--- config.mk ---
export PLATFORM = sky130hd
export DESIGN_NAME = matmul_sequencer
export DESIGN_NICKNAME = d
export VERILOG_FILES = /design/src/rtl/matmul_sequencer_pkg.sv /design/src/rtl/matmul_sequencer_delay_line.sv /design/src/rtl/matmul_sequencer.sv
export SDC_FILE = /design/constraint.sdc
export NUM_CORES = 1
export LEC_CHECK = 0
export ABC_AREA = 1
export CAP_MARGIN = 20
export CORE_MARGIN = 5
export CORE_UTILIZATION = 54
export CTS_CLUSTER_SIZE = 24
export DETAILED_ROUTE_END_ITERATION = 8
export HOLD_SLACK_MARGIN = 0.06
export MAX_ROUTING_LAYER = met4
export PLACE_DENSITY = 0.79
export SLEW_MARGIN = 20
export SYNTH_ARGS = -nofsm -noshare
export SYNTH_HDL_FRONTEND = slang
export SYNTH_SLANG_ARGS = --single-unit
--- constraint.sdc ---
create_clock -name clk -period 2.4 [get_ports clk]
set_input_delay 0.24 -clock clk [delete_from_list [all_inputs] [get_ports clk]]
set_output_delay 0.24 -clock clk [all_outputs]
set_load 0.1 [all_outputs]
--- src/rtl/matmul_sequencer_pkg.sv ---
// -----------------------------------------------------------------------------
// matmul_sequencer_pkg
//   Definitions shared by the matrixMult sequencer, its datapath and benches:
//   FSM state encodings and the default geometry and latency parameters.
// -----------------------------------------------------------------------------
package matmul_sequencer_pkg;

  // FSM state encodings
  localparam logic [1:0] ST_IDLE  = 2'd0;
  localparam logic [1:0] ST_ISSUE = 2'd1;
  localparam logic [1:0] ST_DRAIN = 2'd2;

  // Default geometry: 8 batch rows x 8 output features
  localparam int DEF_LOG_BATCH_SIZE      = 3;
  localparam int DEF_LOG_OUTPUT_FEATURES = 3;

  // Default latencies: buffer read, and last macEn to result valid
  localparam int DEF_MEM_LATENCY = 1;
  localparam int DEF_MAC_LATENCY = 2;

endpackage

--- src/rtl/matmul_sequencer_delay_line.sv ---
// -----------------------------------------------------------------------------
// matmul_delay_line
//   WIDTH x DEPTH shift register with asynchronous reset. Used by the
//   sequencer to carry per-issue control tags ({valid, first, last, row})
//   across the buffer read latency and the MAC latency.
// Ports
//   clk    in  1      rising-edge clock
//   reset  in  1      asynchronous, active-high; clears every stage
//   din    in  WIDTH  tag entering the line
//   dout   out WIDTH  tag delayed by exactly DEPTH cycles
// -----------------------------------------------------------------------------
module matmul_delay_line #(
  parameter int WIDTH = 1,
  parameter int DEPTH = 1
) (
  input  logic             clk,
  input  logic             reset,
  input  logic [WIDTH-1:0] din,
  output logic [WIDTH-1:0] dout
);

  logic [WIDTH-1:0] taps [DEPTH];

  always_ff @(posedge clk or posedge reset) begin
    if (reset) begin
      for (int i = 0; i < DEPTH; i++) taps[i] <= '0;
    end else begin
      taps[0] <= din;
      for (int i = 1; i < DEPTH; i++) taps[i] <= taps[i-1];
    end
  end

  assign dout = taps[DEPTH-1];

endmodule

--- src/rtl/matmul_sequencer.sv ---
// -----------------------------------------------------------------------------
// matmul_sequencer
//   Control FSM for the matrixMult datapath. On start it walks every
//   (batch row, output feature) pair, one per cycle, drives the input/weight
//   buffer read addresses, and delays the MAC enable/clear by the buffer read
//   latency. One output-buffer write is issued per finished batch row, and
//   done pulses with the final row's write.
// Ports
//   clk         in  1    rising-edge clock
//   reset       in  1    asynchronous, active-high
//   start       in  1    level; sampled only in IDLE
//   busy        out 1    high while a job is in flight
//   done        out 1    one-cycle pulse at job completion
//   inputAddr   out LB   input buffer read address (batch row)
//   weightAddr  out LF   weight buffer read address (output feature)
//   macEn       out 1    datapath operands valid this cycle
//   macClear    out 1    first feature of a row: load instead of accumulate
//   outputAddr  out LB   output buffer write address (0 when not writing)
//   outputWrEn  out 1    output buffer write strobe
// -----------------------------------------------------------------------------
module matmul_sequencer
  import matmul_sequencer_pkg::*;
#(
  parameter int LOG_BATCH_SIZE      = DEF_LOG_BATCH_SIZE,
  parameter int LOG_OUTPUT_FEATURES = DEF_LOG_OUTPUT_FEATURES,
  parameter int MEM_LATENCY         = DEF_MEM_LATENCY,
  parameter int MAC_LATENCY         = DEF_MAC_LATENCY
) (
  input  logic                           clk,
  input  logic                           reset,
  input  logic                           start,
  output logic                           busy,
  output logic                           done,
  output logic [LOG_BATCH_SIZE-1:0]      inputAddr,
  output logic [LOG_OUTPUT_FEATURES-1:0] weightAddr,
  output logic                           macEn,
  output logic                           macClear,
  output logic [LOG_BATCH_SIZE-1:0]      outputAddr,
  output logic                           outputWrEn
);

  localparam int LB           = LOG_BATCH_SIZE;
  localparam int LF           = LOG_OUTPUT_FEATURES;
  // DRAIN lasts exactly as long as the tail of the last issue takes to
  // reach the output write, so done lands on DRAIN's final cycle.
  localparam int DRAIN_CYCLES = MEM_LATENCY + MAC_LATENCY;
  localparam int DW           = $clog2(DRAIN_CYCLES + 1);
  localparam logic [DW-1:0] DRAIN_LAST = DW'(DRAIN_CYCLES - 1);

  logic [1:0]    state;
  logic [LB-1:0] batchCnt;
  logic [LF-1:0] featCnt;
  logic [DW-1:0] drainCnt;

  logic          issuing;
  logic          lastIssue;

  assign issuing   = (state == ST_ISSUE);
  assign lastIssue = issuing && (&batchCnt) && (&featCnt);

  always_ff @(posedge clk or posedge reset) begin
    if (reset) begin
      state    <= ST_IDLE;
      batchCnt <= '0;
      featCnt  <= '0;
      drainCnt <= '0;
    end else begin
      case (state)
        ST_IDLE: begin
          if (start) state <= ST_ISSUE;
        end
        ST_ISSUE: begin
          // Counters wrap back to 0 on the last issue, ready for the next job
          featCnt <= featCnt + 1'b1;
          if (&featCnt) batchCnt <= batchCnt + 1'b1;
          if (lastIssue) state <= ST_DRAIN;
        end
        ST_DRAIN: begin
          if (drainCnt == DRAIN_LAST) begin
            drainCnt <= '0;
            state    <= ST_IDLE;
          end else begin
            drainCnt <= drainCnt + 1'b1;
          end
        end
        default: state <= ST_IDLE;
      endcase
    end
  end

  // ---- stage p0: issue cycle (addresses presented) ----
  logic          vld_p0, first_p0, last_p0;
  logic [LB-1:0] row_p0;

  assign vld_p0     = issuing;
  assign first_p0   = issuing && (featCnt == '0);
  assign last_p0    = issuing && (&featCnt);
  assign row_p0     = issuing ? batchCnt : '0;
  assign inputAddr  = issuing ? batchCnt : '0;
  assign weightAddr = issuing ? featCnt  : '0;

  // ---- stage p1: operands at datapath inputs (after MEM_LATENCY) ----
  logic          vld_p1, first_p1, last_p1;
  logic [LB-1:0] row_p1;

  matmul_delay_line #(
    .WIDTH (LB + 3),
    .DEPTH (MEM_LATENCY)
  ) memDelay (
    .clk   (clk),
    .reset (reset),
    .din   ({vld_p0, first_p0, last_p0, row_p0}),
    .dout  ({vld_p1, first_p1, last_p1, row_p1})
  );

  assign macEn    = vld_p1;
  assign macClear = vld_p1 && first_p1;

  // ---- stage p2: row result valid (after MAC_LATENCY) ----
  logic          wrIn_p1;
  logic [LB-1:0] wrRowIn_p1;
  logic          vld_p2;
  logic [LB-1:0] row_p2;

  // Only the last feature of a row travels on; the row tag is zeroed
  // otherwise so outputAddr reads 0 whenever no write is happening.
  assign wrIn_p1    = vld_p1 && last_p1;
  assign wrRowIn_p1 = wrIn_p1 ? row_p1 : '0;

  matmul_delay_line #(
    .WIDTH (LB + 1),
    .DEPTH (MAC_LATENCY)
  ) macDelay (
    .clk   (clk),
    .reset (reset),
    .din   ({wrIn_p1, wrRowIn_p1}),
    .dout  ({vld_p2, row_p2})
  );

  assign outputWrEn = vld_p2;
  assign outputAddr = row_p2;
  assign done       = vld_p2 && (&row_p2);
  assign busy       = (state != ST_IDLE);

endmodule
==> results of run 1 <==
cell type report:
cell class	count	area [µm²]
Clock buffer	3	22.5
Clock inverter	1	30.0
Inverter	18	67.6
Multi-Input combinational cell	51	272
Timing Repair Buffer	16	163
Tap cell	25	31.3
Fill cell	146	541
Sequential cell	24	601
layer usage:
metal / up-vias / GRT usage, % / routed length [µm]
met5: - / - / 0
met4: 0 / 2.55 / 5
met3: 2 / 2.56 / 64
met2: 11 / 20.0 / 695
met1: 286 / 16.6 / 700
li1: 324 / - / -
how the worst max path moves through the flow:
| stage | end | slack (ns) | start | depth (start not counted) |
|---|---|---|---|---|
| 6_report | inputAddr[2] | 0.44 | state[0] | 5 |
| 3_5_place_dp | inputAddr[2] | 0.80 | state[0] | 5 |
| 2_1_floorplan | memDelay.dout[1] | 0.23 | state[0] | 4 |
| 4_1_cts | inputAddr[2] | 0.44 | state[0] | 5 |
| 5_1_grt | inputAddr[2] | 0.28 | state[0] | 5 |
| 3_3_place_gp | inputAddr[2] | 0.84 | state[0] | 5 |
stage by stage:
stage | utilization, % | instance area [µm²] | setup WS [ns] | power (W)
finish | 68.7 | 1190 | 0.442 | 0.000702
global route | 68.7 | 1190 | 0.278 | 0.000725
CTS | 68.7 | 1190 | 0.440 | 0.000707
detailed placement | 65.7 | 1130 | 0.795 | 0.000423
global placement | 65.7 | 1130 | 0.842 | 0.000423
floorplan | - | 973 | 0.229 | 0.000418
cell families after synthesis:
group	Yosys count	synth area share, %
DFF	24	61.9
and+or+nand+nor	40	18.2
adders and majority gates	5	6.44
buffers and inverters	22	10.4
AOI/OAI and AO/OA	6	3.09
cell usage in the layout (no fill, tap or decap):
cell type / synthesis / final
nand3_1: 3 / 3
clkbuf_4: 0 / 3
buf_12: 0 / 3
bufinv_16: 0 / 1
nor2_2: 2 / 3
dfrtp_1: 24 / 24
nor2_4: 1 / 1
clkdlybuf4s50_1: 0 / 2
inv_1: 16 / 16
inv_2: 2 / 2
nand4_1: 4 / 4
buf_4: 3 / 11
o21ai_0: 5 / 5
nor2_1: 13 / 12
o21ai_1: 1 / 1
nand2_1: 17 / 17
ha_1: 5 / 5
power by group through the flow:
stage | Combinational [W] | Clock (W) | Sequential [W]
after floorplan | 0.00000602 | 0 | 0.000412
after global placement | 0.0000109 | 0 | 0.000412
after detailed placement | 0.0000112 | 0 | 0.000412
after CTS | 0.0000112 | 0.000291 | 0.000404
after global routing | 0.0000127 | 0.000308 | 0.000405
final | 0.0000104 | 0.000287 | 0.000404
flip-flops by register name, summed over array words and instances, names as in the netlist:
name,cells
macDelay.dout,4
batchCnt,3
memDelay.dout,6
drainCnt,2
featCnt,3
state,2
macDelay.taps,4
==> reports/metrics.csv, run 1 <==
stage,metric,value,unit
routing,1st-pass router iterations,3,
synth,synthesized area per cell,10.0,µm²
synth,Synth Instances,97,
die,Initial Util,56.2,%
cts,clock latency on the worst-skew pair,0.31,ns
power,NetSw,0.000126,W
final_layout,Final #Nets,122,
cts,CTS tree,done,
power,Pint,0.000576,W
routing,routed vias,623,
sta,Final min period,1.96,ns
synth,synth top area cells,"dfrtp_1 (62%), nand2_1 (6.6%), ha_1 (6.4%)",
die,I/O Pins,17,
worst_setup_path,slowest CP cell,dfrtp_1,
run,total of max-cap violations,0,
final_layout,ANT cells,0,
cts,cts hold-fix bufs,0,
synth,synth unique cells,14,
power,Peak VDD IR,423,µV
synth,Yosys top cell by area,dfrtp_1,
synth,"Seq/Total Area, Yosys",61.9,%
cts,CTS Sinks,24,
power,Pleak,0.621,nW
min_path,Hold Crit Endpoint,macDelay.dout[3],
power,clock network fraction of total power,40.9,%
routing,DRC violations left,0,
synth,most common cell in the synthesized netlist,dfrtp_1,
global_routing,gr ovfl total,0,
power,switching part of the total,18.0,%
die,die boundary height,52.4,µm
min_path,Hold Crit Class,register to register,
synth,synth cell count leaders,"dfrtp_1 (24), nand2_1 (17), inv_1 (16)",
cts,Root Driver,clkbuf_4,
placement,placed cells,134,
status,outcome,completed,
worst_setup_path,CP most frequent cell,inv_2,
worst_setup_path,kind of end point of the critical path,output pin,
worst_setup_path,"reg-to-reg slack, setup",1.11,ns
worst_setup_path,Arrival @ worst endpoint,1.72,ns
cts,postcts setup bufs,0,
power,Reg power frac,57.6,%
routing,Via-to-Cell Ratio,4.51,
sta,hold slack,0.372,ns
placement,dpl hpwl,1090,µm
cts,Num CTS Buffers,3,
sta,unrepaired setup endpoints after global routing,no,
synth,Synth Net Count,105,
routing,Post-DRT Antenna Nets,0,
synth,async set-reset flop share out of synthesis,100,%
die,Rows,15,
cts,H-tree levels,1,
worst_setup_path,Top Family by Delay on Critical Path,simple AND/OR/NAND/NOR gates,
power,combinational cell fraction of total power,1.5,%
worst_setup_path,nature of the critical path startpoint,register,
final_layout,synth-to-layout area growth,22.2,%
synth,post-synth top area share,61.9,%
synth,Synth Cell Area,971,µm²
sta,period utilization,81.6,%
sta,relative slew slack,43.3,%
final_layout,share of cells above drive strength 1,21.2,%
routing,WL/cell,10.6,µm
synth,main flop type after synthesis,dfrtp_1,
global_routing,vias in the first global route,584,
sta,Final Hold Viols,0,
min_path,Hold Path Origin,macDelay.taps[7],
worst_setup_path,Setup Crit Path Kind,register to output pin,
worst_setup_path,critical path required time,2.16,ns
placement,port bufs,16,
cts,CTS max path bufs,2,
global_routing,GRT Util Overall,12.5,%
sta,Worst Skew,0.0128,ns
worst_setup_path,FF-to-FF Start,state[0],
routing,Iter 0 DRT Violations,3,
sta,setup_tns,0,ns
cts,clk slew on worst S/H paths,0.14,ns
final_layout,final std cells w/o fill,138,
worst_setup_path,critical-path cell list,inv_2 > nor2_2 > inv_2 > nor2_1 > buf_12,
min_path,Hold Crit Depth,0,
worst_setup_path,r2r worst-path depth,4,
routing,Routed WL,1470,µm
worst_setup_path,CP bufs+invs,3,
global_routing,initial antenna violation count,0,
placement,Placer Congestion,0.825,
die,core footprint,1730,µm²
die,Die Area,2750,µm²
worst_setup_path,critical path's largest stage delay,0.41,ns
sta,fin. max-slew vios,0,
synth,number of synthesized flops with an enable pin,0,
sta,# setup viols final,0,
sta,Worst-Margin Slew,0.849,ns
cts,cts repair resizes,0,
global_routing,first-pass GRT wire length,2490,µm
die,Die Wd,52.4,µm
sta,Max Clk Rate,511,MHz
global_routing,largest net degree at the start of global routing,25,
power,pwr dens,592,nW/µm²
worst_setup_path,Crit Path Max Fanout,11,
synth,synthesized flop and latch total,24,
worst_setup_path,Critical R2R Capture,memDelay.dout[2],
synth,synth warn,0,
Note: power is estimated with default switching activity, not from simulation.
==> run 2: changes to the inputs <==
--- a/config.mk
+++ b/config.mk
@@ -8,12 +8,12 @@
 export ABC_AREA = 1
 export CAP_MARGIN = 20
 export CORE_MARGIN = 5
-export CORE_UTILIZATION = 54
+export CORE_UTILIZATION = 45
 export CTS_CLUSTER_SIZE = 24
 export DETAILED_ROUTE_END_ITERATION = 8
 export HOLD_SLACK_MARGIN = 0.06
 export MAX_ROUTING_LAYER = met4
-export PLACE_DENSITY = 0.79
+export PLACE_DENSITY = 0.7
 export SLEW_MARGIN = 20
 export SYNTH_ARGS = -nofsm -noshare
 export SYNTH_HDL_FRONTEND = slang
==> constraint.sdc (replaced) <==
create_clock -name clk -period 1.6 [get_ports clk]
set_input_delay 0.16 -clock clk [delete_from_list [all_inputs] [get_ports clk]]
set_output_delay 0.16 -clock clk [all_outputs]
set_load 0.1 [all_outputs]
==> run 2 against run 1 <==
Effect of this change:
- non-clock buffer count grew 3
- worst setup slack lost 0.40 ns
- utilization shrank 0.63 points
- sequential power grew 50%
- power grew 50%
- clock-buffer cell count is the same
==> reports/metrics.csv, run 2 (same netlist as run 1, synthesis figures left out) <==
stage,metric,value,unit,change
routing,Post-DRT Antenna Nets,0,,unchanged
global_routing,gr ovfl total,0,,unchanged
routing,Via-to-Cell Ratio,4.66,,+3.2%
sta,Worst Skew,0.00771,ns,-0.00507 ns
worst_setup_path,kind of end point of the critical path,output pin,,
run,total of max-cap violations,0,,unchanged
final_layout,Filler Cell Count,161,,+10%
routing,Routed WL,1690,µm,+15%
power,combinational cell fraction of total power,1.7,%,+0.2 points
global_routing,GRT Util Overall,11.9,%,-0.66 points
die,Die Area,3190,µm²,+16%
worst_setup_path,FF-to-FF Start,featCnt[0],,
placement,Placer Congestion,0.802,,-2.8%
power,Pleak,0.679,nW,+9.3%
worst_setup_path,nature of the critical path startpoint,register,,
power,Tot Pwr,0.00105,W,+50%
placement,dpl hpwl,1330,µm,+22%
power,switching part of the total,17.7,%,-0.33 points
die,Die Wd,56.5,µm,+7.7%
sta,Worst-Margin Slew,0.282,ns,-0.567 ns
cts,H-tree levels,1,,unchanged
sta,Max Clk Rate,640,MHz,
power,clock network fraction of total power,40.6,%,-0.3 points
power,pwr dens,772,nW/µm²,+30%
status,outcome,completed,,
placement,pre-CTS setup slack,0.365,ns,-0.430 ns
worst_setup_path,Setup Crit Path Kind,register to output pin,,
sta,relative slew slack,81.2,%,+38 points
sta,# setup viols final,0,,unchanged
worst_setup_path,CP startpoint,state[0],,
global_routing,first-pass GRT wire length,2980,µm,+20%
routing,WL/cell,11.8,µm,+11%
final_layout,share of cells above drive strength 1,28.4,%,+7.2 points
die,core footprint,2000,µm²,+16%
cts,Num CTS Buffers,3,,unchanged
routing,routed vias,666,,+6.9%
worst_setup_path,critical path required time,1.44,ns,-0.72 ns
power,Reg power frac,57.7,%,about the same
final_layout,ANT cells,0,,unchanged
sta,unrepaired setup endpoints after global routing,yes,,
routing,1st-pass router iterations,4,,+1
sta,final worst slack,0.0378,ns,-0.404 ns
cts,CTS Sinks,24,,unchanged
sta,Final min period,1.56,ns,
final_layout,most frequent cells in the layout,"dfrtp_1 (23), nand2_1 (17), inv_1 (16)",,
power,Pint,0.000866,W,+50%
die,die boundary height,56.5,µm,+7.7%
cts,clock latency on the worst-skew pair,0.31,ns,about the same
die,I/O Pins,17,,unchanged
power,NetSw,0.000186,W,+47%
global_routing,largest net degree at the start of global routing,25,,unchanged
die,Rows,16,,+1
power,Peak VDD IR,642,µV,+52%
cts,clk slew on worst S/H paths,0.13,ns,about the same
final_layout,"commonest non-fill, non-tap cell in the layout",dfrtp_1,,
sta,Final Hold Viols,0,,unchanged
global_routing,vias in the first global route,696,,+19%
worst_setup_path,Crit Path Max Fanout,9,,-2
worst_setup_path,Arrival @ worst endpoint,1.40,ns,-0.32 ns
cts,Root Driver,clkbuf_4,,
cts,CTS tree,done,,
final_layout,Final #Nets,125,,+2.5%
final_layout,Largest register FFs,6,,unchanged
routing,Iter 0 DRT Violations,10,,+7
sta,period utilization,97.6,%,
cts,CTS max path bufs,2,,unchanged
global_routing,initial antenna violation count,0,,unchanged
final_layout,synth-to-layout area growth,40.3,%,
placement,port bufs,16,,unchanged
min_path,Hold Crit Class,input pin to async pin,,
routing,DRC violations left,0,,unchanged
die,Initial Util,48.5,%,-7.7 points
sta,fin. max-slew vios,0,,unchanged
[run 2: cell types whose count changed in the layout (fill, tap and decap cells not counted), sizes merged]
cell	before	now
buf	14	17
[run 2: worst paths after layout]
path | slack, ns | to | cells after the start
min | 0.20 | memDelay.dout[3] | 3
max in group asynchronous | 1.16 | memDelay.dout[5] | 3
min reg2reg | 0.36 | macDelay.dout[3] | 0
max reg2reg | 0.38 | featCnt[2] | 4
max | 0.04 | inputAddr[0] | 5
min in group clk | 0.36 | macDelay.dout[3] | 0
[run 2: through the flow]
stage	area, µm²	hold slack, ns	cells	utilization [%]	TNS [ns]
after global routing	1360	0.241	143	68.1	-0.129
after floorplan	982	0.175	97	-	-1.50
after CTS	1350	0.223	142	67.6	0
final	1360	0.197	143	68.1	0
after global placement	1300	0.331	138	64.8	0
after detailed placement	1300	0.337	138	64.8	0
[run 2: layout make-up]
cell class                 count  area (µm²)  area share [%]
timing repair buffer          19         323            23.7
multi-input combinational     51         284            20.8
tap                           27        33.8            2.48
clock buffer                   3        22.5            1.65
inverter                      18        67.6            4.96
clock inverter                 1        30.0            2.20
sequential                    24         602            44.2
[run 2: repair_timing]
| action | CTS | global route |
|---|---|---|
| setup endpoints to repair | 1 | 5 |
| setup buffers | 0 | 1 |
| gates resized for setup | 1 | 1 |
| hold buffers | 0 | 0 |
[run 2: layer usage]
metal  GRT usage, %  up-vias  share of wire (%)
met3           2.06        2                4.2
li1               -      330                  -
met2           21.6       17                 53
met5              -        -                  0
met1           12.9      317                 42
met4           4.07        0               0.65
[run 2: critical path, stage by stage (launching register included)]
cell	delay (ns)
dfrtp_1	0.41
inv_2	0.06
nor2_2	0.12
inv_2	0.13
nor2_2	0.18
buf_12	0.20
[run 2: power groups by stage]
stage	clock network, W	logic (W)	registers [W]
2_1_floorplan	0	0.00000903	0.000618
3_3_place_gp	0	0.0000184	0.000618
3_5_place_dp	0	0.0000189	0.000618
4_1_cts	0.000429	0.0000190	0.000606
5_1_grt	0.000465	0.0000210	0.000607
6_report	0.000427	0.0000178	0.000606
